$ cat src/rtl/gray_exe_pkg.sv
// gray_exe_pkg: shared types and constants for the Gray-code execution controller
package gray_exe_pkg;
  typedef enum logic [1:0] {IDLE, CODE, RESP} gray_exe_state_t;
  localparam logic SRC_A = 1'b0;
  localparam logic SRC_B = 1'b1;
  localparam int DEF_LEN = 4;
  localparam int DEF_CNT_W = 8;
endpackage

$ cat src/rtl/gray_koder2.sv
// gray_koder2: combinational Gray encoder; negative operands saturate to all ones with an error flag
module gray_koder2 #(
  parameter int LEN = 4
) (
  input  logic [LEN-1:0] i_data,
  output logic [LEN-1:0] o_res,
  output logic           o_err
);
  assign o_err = i_data[LEN-1];
  assign o_res = o_err ? '1 : i_data ^ (i_data >> 1);
endmodule

$ cat src/rtl/gray_exe_ctrl.sv
// gray_exe_ctrl: round-robin arbiter and IDLE/CODE/RESP sequencer around one shared Gray encoder
module gray_exe_ctrl
  import gray_exe_pkg::*;
#(
  parameter int LEN = DEF_LEN,
  parameter int CNT_W = DEF_CNT_W
) (
  input  logic             i_clk,
  input  logic             i_rst,
  input  logic             i_val_a,
  input  logic [LEN-1:0]   i_data_a,
  output logic             o_rdy_a,
  input  logic             i_val_b,
  input  logic [LEN-1:0]   i_data_b,
  output logic             o_rdy_b,
  output logic [LEN-1:0]   o_res,
  output logic             o_res_src,
  output logic             o_res_err,
  output logic             o_res_val,
  input  logic             i_res_rdy,
  output logic             o_busy,
  output logic [CNT_W-1:0] o_err_cnt
);
  gray_exe_state_t state_q, state_d;
  logic ptr_q, ptr_d, src_q, src_d, res_src_q, res_src_d, res_err_q, res_err_d;
  logic [LEN-1:0] data_q, data_d, res_q, res_d, enc_res;
  logic [CNT_W-1:0] err_cnt_q, err_cnt_d;
  logic enc_err, idle, gnt_a, gnt_b;
  assign idle = state_q == IDLE;
  // A lone requester always wins; the pointer only breaks ties
  assign gnt_a = i_val_a & (~i_val_b | ptr_q == SRC_A);
  assign gnt_b = i_val_b & ~gnt_a;
  assign o_rdy_a = idle & ~i_rst & gnt_a;
  assign o_rdy_b = idle & ~i_rst & gnt_b;
  assign o_res = res_q;
  assign o_res_src = res_src_q;
  assign o_res_err = res_err_q;
  assign o_res_val = state_q == RESP;
  assign o_busy = ~idle;
  assign o_err_cnt = err_cnt_q;
  gray_koder2 #(.LEN(LEN)) u_enc (
    .i_data(data_q),
    .o_res (enc_res),
    .o_err (enc_err)
  );
  always_comb begin
    state_d = state_q;
    ptr_d = ptr_q;
    src_d = src_q;
    data_d = data_q;
    res_d = res_q;
    res_src_d = res_src_q;
    res_err_d = res_err_q;
    err_cnt_d = err_cnt_q;
    unique case (state_q)
      IDLE: if (gnt_a | gnt_b) begin
        state_d = CODE;
        data_d = gnt_b ? i_data_b : i_data_a;
        src_d = gnt_b ? SRC_B : SRC_A;
        ptr_d = gnt_b ? SRC_A : SRC_B;
      end
      CODE: begin
        state_d = RESP;
        res_d = enc_res;
        res_err_d = enc_err;
        res_src_d = src_q;
        err_cnt_d = (enc_err && ~&err_cnt_q) ? err_cnt_q + CNT_W'(1) : err_cnt_q;
      end
      RESP: state_d = i_res_rdy ? IDLE : RESP;
      default: state_d = IDLE;
    endcase
  end
  always_ff @(posedge i_clk or posedge i_rst) begin
    if (i_rst) begin
      state_q <= IDLE;
      ptr_q <= SRC_A;
      src_q <= SRC_A;
      data_q <= '0;
      res_q <= '0;
      res_src_q <= 1'b0;
      res_err_q <= 1'b0;
      err_cnt_q <= '0;
    end else begin
      state_q <= state_d;
      ptr_q <= ptr_d;
      src_q <= src_d;
      data_q <= data_d;
      res_q <= res_d;
      res_src_q <= res_src_d;
      res_err_q <= res_err_d;
      err_cnt_q <= err_cnt_d;
    end
  end
endmodule

$ cat config.mk
export PLATFORM = sky130hd
export DESIGN_NAME = gray_exe_ctrl
export DESIGN_NICKNAME = d
export VERILOG_FILES = /design/src/rtl/gray_exe_pkg.sv /design/src/rtl/gray_koder2.sv /design/src/rtl/gray_exe_ctrl.sv
export SDC_FILE = /design/constraint.sdc
export NUM_CORES = 1
export LEC_CHECK = 0
export CORE_UTILIZATION = 45
export CTS_CLUSTER_SIZE = 12
export DETAILED_ROUTE_END_ITERATION = 8
export PLACE_DENSITY = 0.75
export SLEW_MARGIN = 10
export SYNTH_ARGS = -nofsm -noshare
export SYNTH_HDL_FRONTEND = slang
export SYNTH_HIERARCHICAL = 1
export SYNTH_SLANG_ARGS = --single-unit
$ cat constraint.sdc
create_clock -name i_clk -period 2.6 [get_ports i_clk]
set_clock_uncertainty 0.05 [all_clocks]
set_input_delay 0.39 -clock i_clk [delete_from_list [all_inputs] [get_ports i_clk]]
set_output_delay 0.39 -clock i_clk [all_outputs]
set_load 0.02 [all_outputs]
==> run_results.csv, run 1 <==
group,metric,value,unit
global_routing,antenna_found_initial,0,
yosys,synth_top_area_share,47.6,%
yosys,ys_types,39,
setup_path,rrSetupSlack,1070,ps
global_routing,grt_overflow_total,0,
setup_path,cp_slowest_cell,"clkdlybuf4s50_1",
die,die-area,2780,µm²
power_and_ir_drop,p_per_area,1080,nW/µm²
timing,finalHoldViolCount,0,
timing,fmax,407,MHz
detailed_routing,drt_pass1_iterations,3,
timing,maxSlewViolCount,0,
yosys,synth_compound_area_share,15.2,%
flow_run,maxCapViolations,0,
setup_path,crit_type,"flop to primary output",
clock_tree,worst_skew_pair.late_latency,300,ps
yosys,synthAdderAreaFrac,1.08,%
setup_path,arrival,2020,ps
global_routing,global_route.usage.total,18.7,%
die,ios,31,
clock_tree,root_buffer,"clkbuf_4",
setup_path,cp.depth,4,
yosys,synth_top_family_by_area,"simple AND/OR/NAND/NOR gates",
yosys,synth_xor_area_share,3.78,%
setup_path,critical_path_buf_inv_count,1,
setup_path,path_max_fanout,8,
detailed_routing,drc,0,
setup_path,worstPathRequired,2160,ps
layout,n_antenna_cell,0,
yosys,ys_ff_latch,22,
timing,fin_crit_sh,94.5,%
power_and_ir_drop,leakagePower,0.598,nW
setup_path,r2r-end,"o_err_cnt[5]$_DFFE_PP0P_",
die,initial_core_util,47.1,%
yosys,yosysWarnings,6,
yosys,syn_area_per_cell,11.0,µm²
die,fp.dieH,52.7,µm
setup_path,startpoint_type,"flop",
placement,hpwl,1730,µm
global_routing,grt_max_degree,23,
min_path,holdPathStages,2,
setup_path,cp_cell_sequence,"nor2_4, nand2_1, a211oi_1, clkdlybuf4s50_1",
yosys,seq_area_frac_synth,47.6,%
power_and_ir_drop,vdd_drop_max,0.633,mV
detailed_routing,detail_route.iter0.violations,3,
min_path,hold_path_class,"flop to flop",
clock_tree,clock_sinks,22,
clock_tree,cts_buffers,3,
timing,worst_slew_pin_slew,802,ps
yosys,synth_fp_nets,119,
timing,final.min_clock_period,2460,ps
timing,rsz0062_at_grt,"false",
die,core,2450,µm²
setup_path,cpLargestDelayFamily,"buffers and inverters",
global_routing,grt_pass1_wl,3780,µm
yosys,yosysTopAreaCell,"dfrtp_1",
setup_path,rr_worst_depth,3,
timing,relSlewSlack,46.5,%
detailed_routing,drt-total-wl,2220,µm
min_path,hold_end,"o_res_err$_DFFE_PP0N_",
clock_tree,clock_path_buffers,2,
placement,portBuffers,30,
die,rows,18,
min_path,hp-start,"o_res_err$_DFFE_PP0N_",
layout,nNetsFinal,150,
layout,drive_above_1_share,18.5,%
yosys,synth_area,1160,µm²
timing,tns,0,ps
detailed_routing,postRouteAntennaNets,0,
clock_tree,cts_setup_buffers,0,
setup_path,cp_slowest_stage_delay,650,ps
outcome,status,"finished clean",
detailed_routing,via_count,889,
placement,gp_congestion,0.763,
yosys,synthesis.instances,105,
yosys,synthMuxAreaShare,8.97,%
yosys,netlist_top_cells_area,"dfrtp_1 48%, mux2_2 5.8%, a31oi_2 4.3%",
setup_path,r2r-start,"state_q[1]$_DFFE_PP0P_",
layout,finalNonFillerCells,165,
clock_tree,h-tree-depth,1,
timing,final-setup-viol-count,0,
clock_tree,cts_tree,"done",
setup_path,critPathCaptureType,"primary output",
die,fp.dieW,52.7,µm
yosys,synthSimpleGateAreaFrac,18.1,%
setup_path,startpoint,"state_q[0]$_DFFE_PP0P_",
placement,dp.cells,161,
detailed_routing,viasPerCell,5.39,
detailed_routing,wl_per_cell,13.5,µm
global_routing,grt_pass1_vias,868,
power_and_ir_drop,fin_total_pwr,1.63,mW
layout,syn2layout_area_growth,29.7,%
clock_tree,clk_pin_slew,120,ps
==> worst max path at each step <==
stage / endpoint / slack [ps]
floorplan: o_rdy_b / 660
detailed placement: o_rdy_a / 250
global route: o_rdy_b / 30
global placement: o_rdy_b / 300
CTS: o_rdy_a / 4
finish: o_rdy_a / 140
==> through the flow <==
stage	hold WS [ps]	area, µm²	util, %	setup slack, ps
global route	494	1500	61.2	33.5
CTS	461	1500	61.0	4.10
global placement	414	1460	59.5	303
finish	462	1500	61.2	142
floorplan	329	1160	-	656
detailed placement	433	1460	59.5	252
==> metal layers <==
layer	up-vias	wire length [µm]	part of all wire, %	track usage, %
met5	-	0	0	0
met4	0	19	0.86	7.89
met3	2	85	3.8	3.48
met2	22	1090	49	30.2
met1	426	1030	46	24.2
li1	439	-	-	-
==> cell usage after synthesis (all sizes together) <==
cell    number
and3b        1
nor2         3
o211ai       1
xnor2        4
nand4        1
nand2b       4
or2          2
and2         1
a211oi       3
nor3         3
inv          5
mux2i        1
nand2        5
mux2         8
a21oi        5
dfrtp       22
a31oi        4
and4         1
nand3        8
ha           1
buf          5
nor4         1
nand3b       1
or2b         1
o21ai        9
a32o         1
o31ai        1
xor2         1
nor2b        1
and3         1
==> what timing repair did <==
item                                    4_1_cts  5_1_grt
resized for setup                             0        1
hold buffers                                  0        0
endpoints found under the setup margin        0        2
==> kinds of logic (layout without fill, tap and decap cells) <==
group	Yosys count	count (layout)
xor gates and xnor gates	5	5
and+or+nand+nor	34	34
buffers and inverters	10	40
DFF	22	22
muxes	9	9
AOI/OAI and AO/OA	24	24
adders and majority gates	1	1
==> state kept, by name, indices dropped and copies added (netlist names) <==
name,count
state_q,2
ptr_q,1
src_q,1
o_err_cnt,8
o_res,4
data_q,4
o_res_src,1
o_res_err,1
==> layout by cell type (no fill, tap or decap), types with 2 or more instances in the layout <==
| cell type | synthesis | layout |
|---|---|---|
| mux2_2 | 6 | 6 |
| nand2_1 | 5 | 5 |
| nand3_1 | 8 | 8 |
| dfrtp_1 | 22 | 22 |
| a21oi_1 | 5 | 5 |
| clkdlybuf4s50_1 | 0 | 30 |
| o21ai_0 | 8 | 8 |
| a211oi_1 | 2 | 2 |
| a31oi_2 | 4 | 4 |
| inv_1 | 5 | 5 |
| nor3_2 | 2 | 2 |
| nand2b_1 | 4 | 4 |
| xnor2_1 | 4 | 4 |
| clkbuf_4 | 0 | 3 |
| nor2_1 | 2 | 2 |
==> power by group <==
part / switching [mW] / leakage, nW / internal, mW
clock network: 0.101 / 0.0210 / 0.0854
logic: 0.385 / 0.315 / 0.417
registers: 0.157 / 0.263 / 0.483
==> final cells by class <==
class | instances | area, µm²
inverters | 5 | 18.8
repair buffers | 31 | 308
fillers | 204 | 953
clock buffers | 4 | 36.3
flip-flops and latches | 22 | 551
well taps | 30 | 37.5
multi-input cells | 73 | 551
==> tightest hold or removal path, stage by stage, from the launching register on <==
cell     delay (ps)
dfrtp_1         360
nand2_1          60
nand2_1          60
Power figures use the tool's default switching activity.
==> inputs of run 2 (changes only) <==
Settings changed: MAX_ROUTING_LAYER from default to met4.
==> run 2 against run 1 <==
Net effect: total power hardly changed; clock power barely moved; register-to-register slack is essentially flat; core utilization is the same; sequential cell count stayed put; count of clock-buffer cells in the layout stayed put; critical endpoint unchanged; highest routed layer unchanged.
==> run_results.csv, run 2 (synthesis results as in run 1) <==
group,metric,value,unit
clock_tree,clock_sinks,22,
outcome,status,"finished clean",
layout,regArea,551,µm²
global_routing,grt_max_degree,23,
die,fp.dieH,52.7,µm
setup_path,startpoint_type,"flop",
timing,worst_slew_pin_slew,804,ps
timing,finalHoldViolCount,0,
power_and_ir_drop,vdd_drop_max,0.634,mV
detailed_routing,drc,0,
die,core,2450,µm²
placement,gp_congestion,0.773,
layout,finalNonFillerCells,165,
placement,dp.cells,161,
setup_path,cp_slowest_cell,"clkdlybuf4s50_1",
power_and_ir_drop,leakagePower,0.598,nW
clock_tree,cts_setup_buffers,0,
placement,hpwl,1730,µm
timing,final-setup-viol-count,0,
layout,nNetsFinal,150,
detailed_routing,postRouteAntennaNets,0,
clock_tree,worst_skew_pair.late_latency,300,ps
timing,layout_setup_ws,142,ps
timing,maxSlewViolCount,0,
setup_path,cp_slowest_stage_delay,650,ps
die,fp.dieW,52.7,µm
setup_path,crit_type,"flop to primary output",
die,ios,31,
clock_tree,cts_tree,"done",
setup_path,arrival,2020,ps
global_routing,antenna_found_initial,0,
timing,relSlewSlack,46.3,%
timing,fin_crit_sh,94.5,%
clock_tree,cts_buffers,3,
setup_path,worstPathRequired,2160,ps
setup_path,cp_cell_sequence,"nor2_4, nand2_1, a211oi_1, clkdlybuf4s50_1",
clock_tree,root_buffer,"clkbuf_4",
detailed_routing,detail_route.iter0.violations,3,
layout,drive_above_1_share,18.5,%
placement,place_ws,252,ps
timing,fmax,407,MHz
layout,largest_register_ffs,8,
clock_tree,ctsHoldBuffers,0,
timing,tns,0,ps
clock_tree,h-tree-depth,1,
clock_tree,clk_pin_slew,120,ps
die,initial_core_util,47.1,%
global_routing,grt_pass1_vias,862,
layout,n_fill_cell,204,
layout,n_antenna_cell,0,
detailed_routing,drt-total-wl,2240,µm
detailed_routing,wl_per_cell,13.6,µm
detailed_routing,drt_pass1_iterations,3,
power_and_ir_drop,p_per_area,1080,nW/µm²
power_and_ir_drop,fin_total_pwr,1.63,mW
die,die-area,2780,µm²
flow_run,maxCapViolations,0,
layout,layout_commonest_cell,"clkdlybuf4s50_1",
global_routing,grt_overflow_total,0,
timing,final.min_clock_period,2460,ps
global_routing,grt_pass1_wl,3790,µm
setup_path,path_max_fanout,8,
layout,syn2layout_area_growth,29.7,%
layout,final_cell_mix,"30 x clkdlybuf4s50_1, 22 x dfrtp_1, 8 x nand3_1, 8 x o21ai_0, 6 x mux2_2",
min_path,hold_path_class,"flop to flop",
timing,rsz0062_at_grt,"false",
detailed_routing,via_count,889,
detailed_routing,viasPerCell,5.39,
die,rows,18,
placement,portBuffers,30,
global_routing,global_route.usage.total,19.2,%
layout,multiInputGateArea,551,µm²
clock_tree,clock_path_buffers,2,
clock_tree,cts_resized,0,
setup_path,critPathCaptureType,"primary output",
[run 2: cell counts in the layout (fill, tap and decap cells not counted)]
No cell type changed its count.
[run 2: cell type report]
cell class / instances / area share, %
tap: 30 / 2.50
multi-input combinational: 73 / 36.7
sequential: 22 / 36.7
timing repair buffer: 31 / 20.5
clock buffer: 4 / 2.42
inverter: 5 / 1.25
[run 2: worst max-delay path, delay by kind of cell (launching register included)]
kind,cells,cell delay [ps]
buffers and inverters,1,650
DFF,1,500
and+or+nand+nor,2,360
AOI/OAI and AO/OA,1,220
[run 2: where the power goes]
part / leakage (nW) / switching [mW] / internal, mW
logic: 0.315 / 0.386 / 0.417
clock network: 0.0210 / 0.101 / 0.0854
registers: 0.263 / 0.157 / 0.483
total: 0.598 / 0.644 / 0.985
[run 2: path summary, 6_finish.rpt]
kind,startpoint,endpoint,slack (ps),depth (start not counted)
max reg2reg,state_q[1]$_DFFE_PP0P_,o_err_cnt[5]$_DFFE_PP0P_,1070,3
min reg2reg,o_res_err$_DFFE_PP0N_,o_res_err$_DFFE_PP0N_,460,2
max,state_q[0]$_DFFE_PP0P_,o_rdy_a,140,4
min in group asynchronous,i_rst,src_q$_DFFE_PP0P_,550,2
max in group asynchronous,i_rst,o_err_cnt[1]$_DFFE_PP0P_,1450,2
min,o_res_err$_DFFE_PP0N_,o_res_err$_DFFE_PP0N_,460,2
[run 2: through the flow]
step                hold WS [ps]  utilization (%)  cell area [µm²]
floorplan                    329                -             1160
global placement             414             59.5             1460
detailed placement           433             59.5             1460
CTS                          461             61.0             1500
global route                 494             61.2             1500
finish                       462             61.2             1500
[run 2: per-layer routing]
| layer | up-vias | GRT usage, % | part of all wire [%] |
|---|---|---|---|
| li1 | 438 | - | - |
| met1 | 427 | 24.4 | 47 |
| met2 | 22 | 30.2 | 49 |
| met3 | 2 | 3.19 | 3.5 |
| met4 | 0 | 7.89 | 0.31 |
| met5 | - | - | 0 |
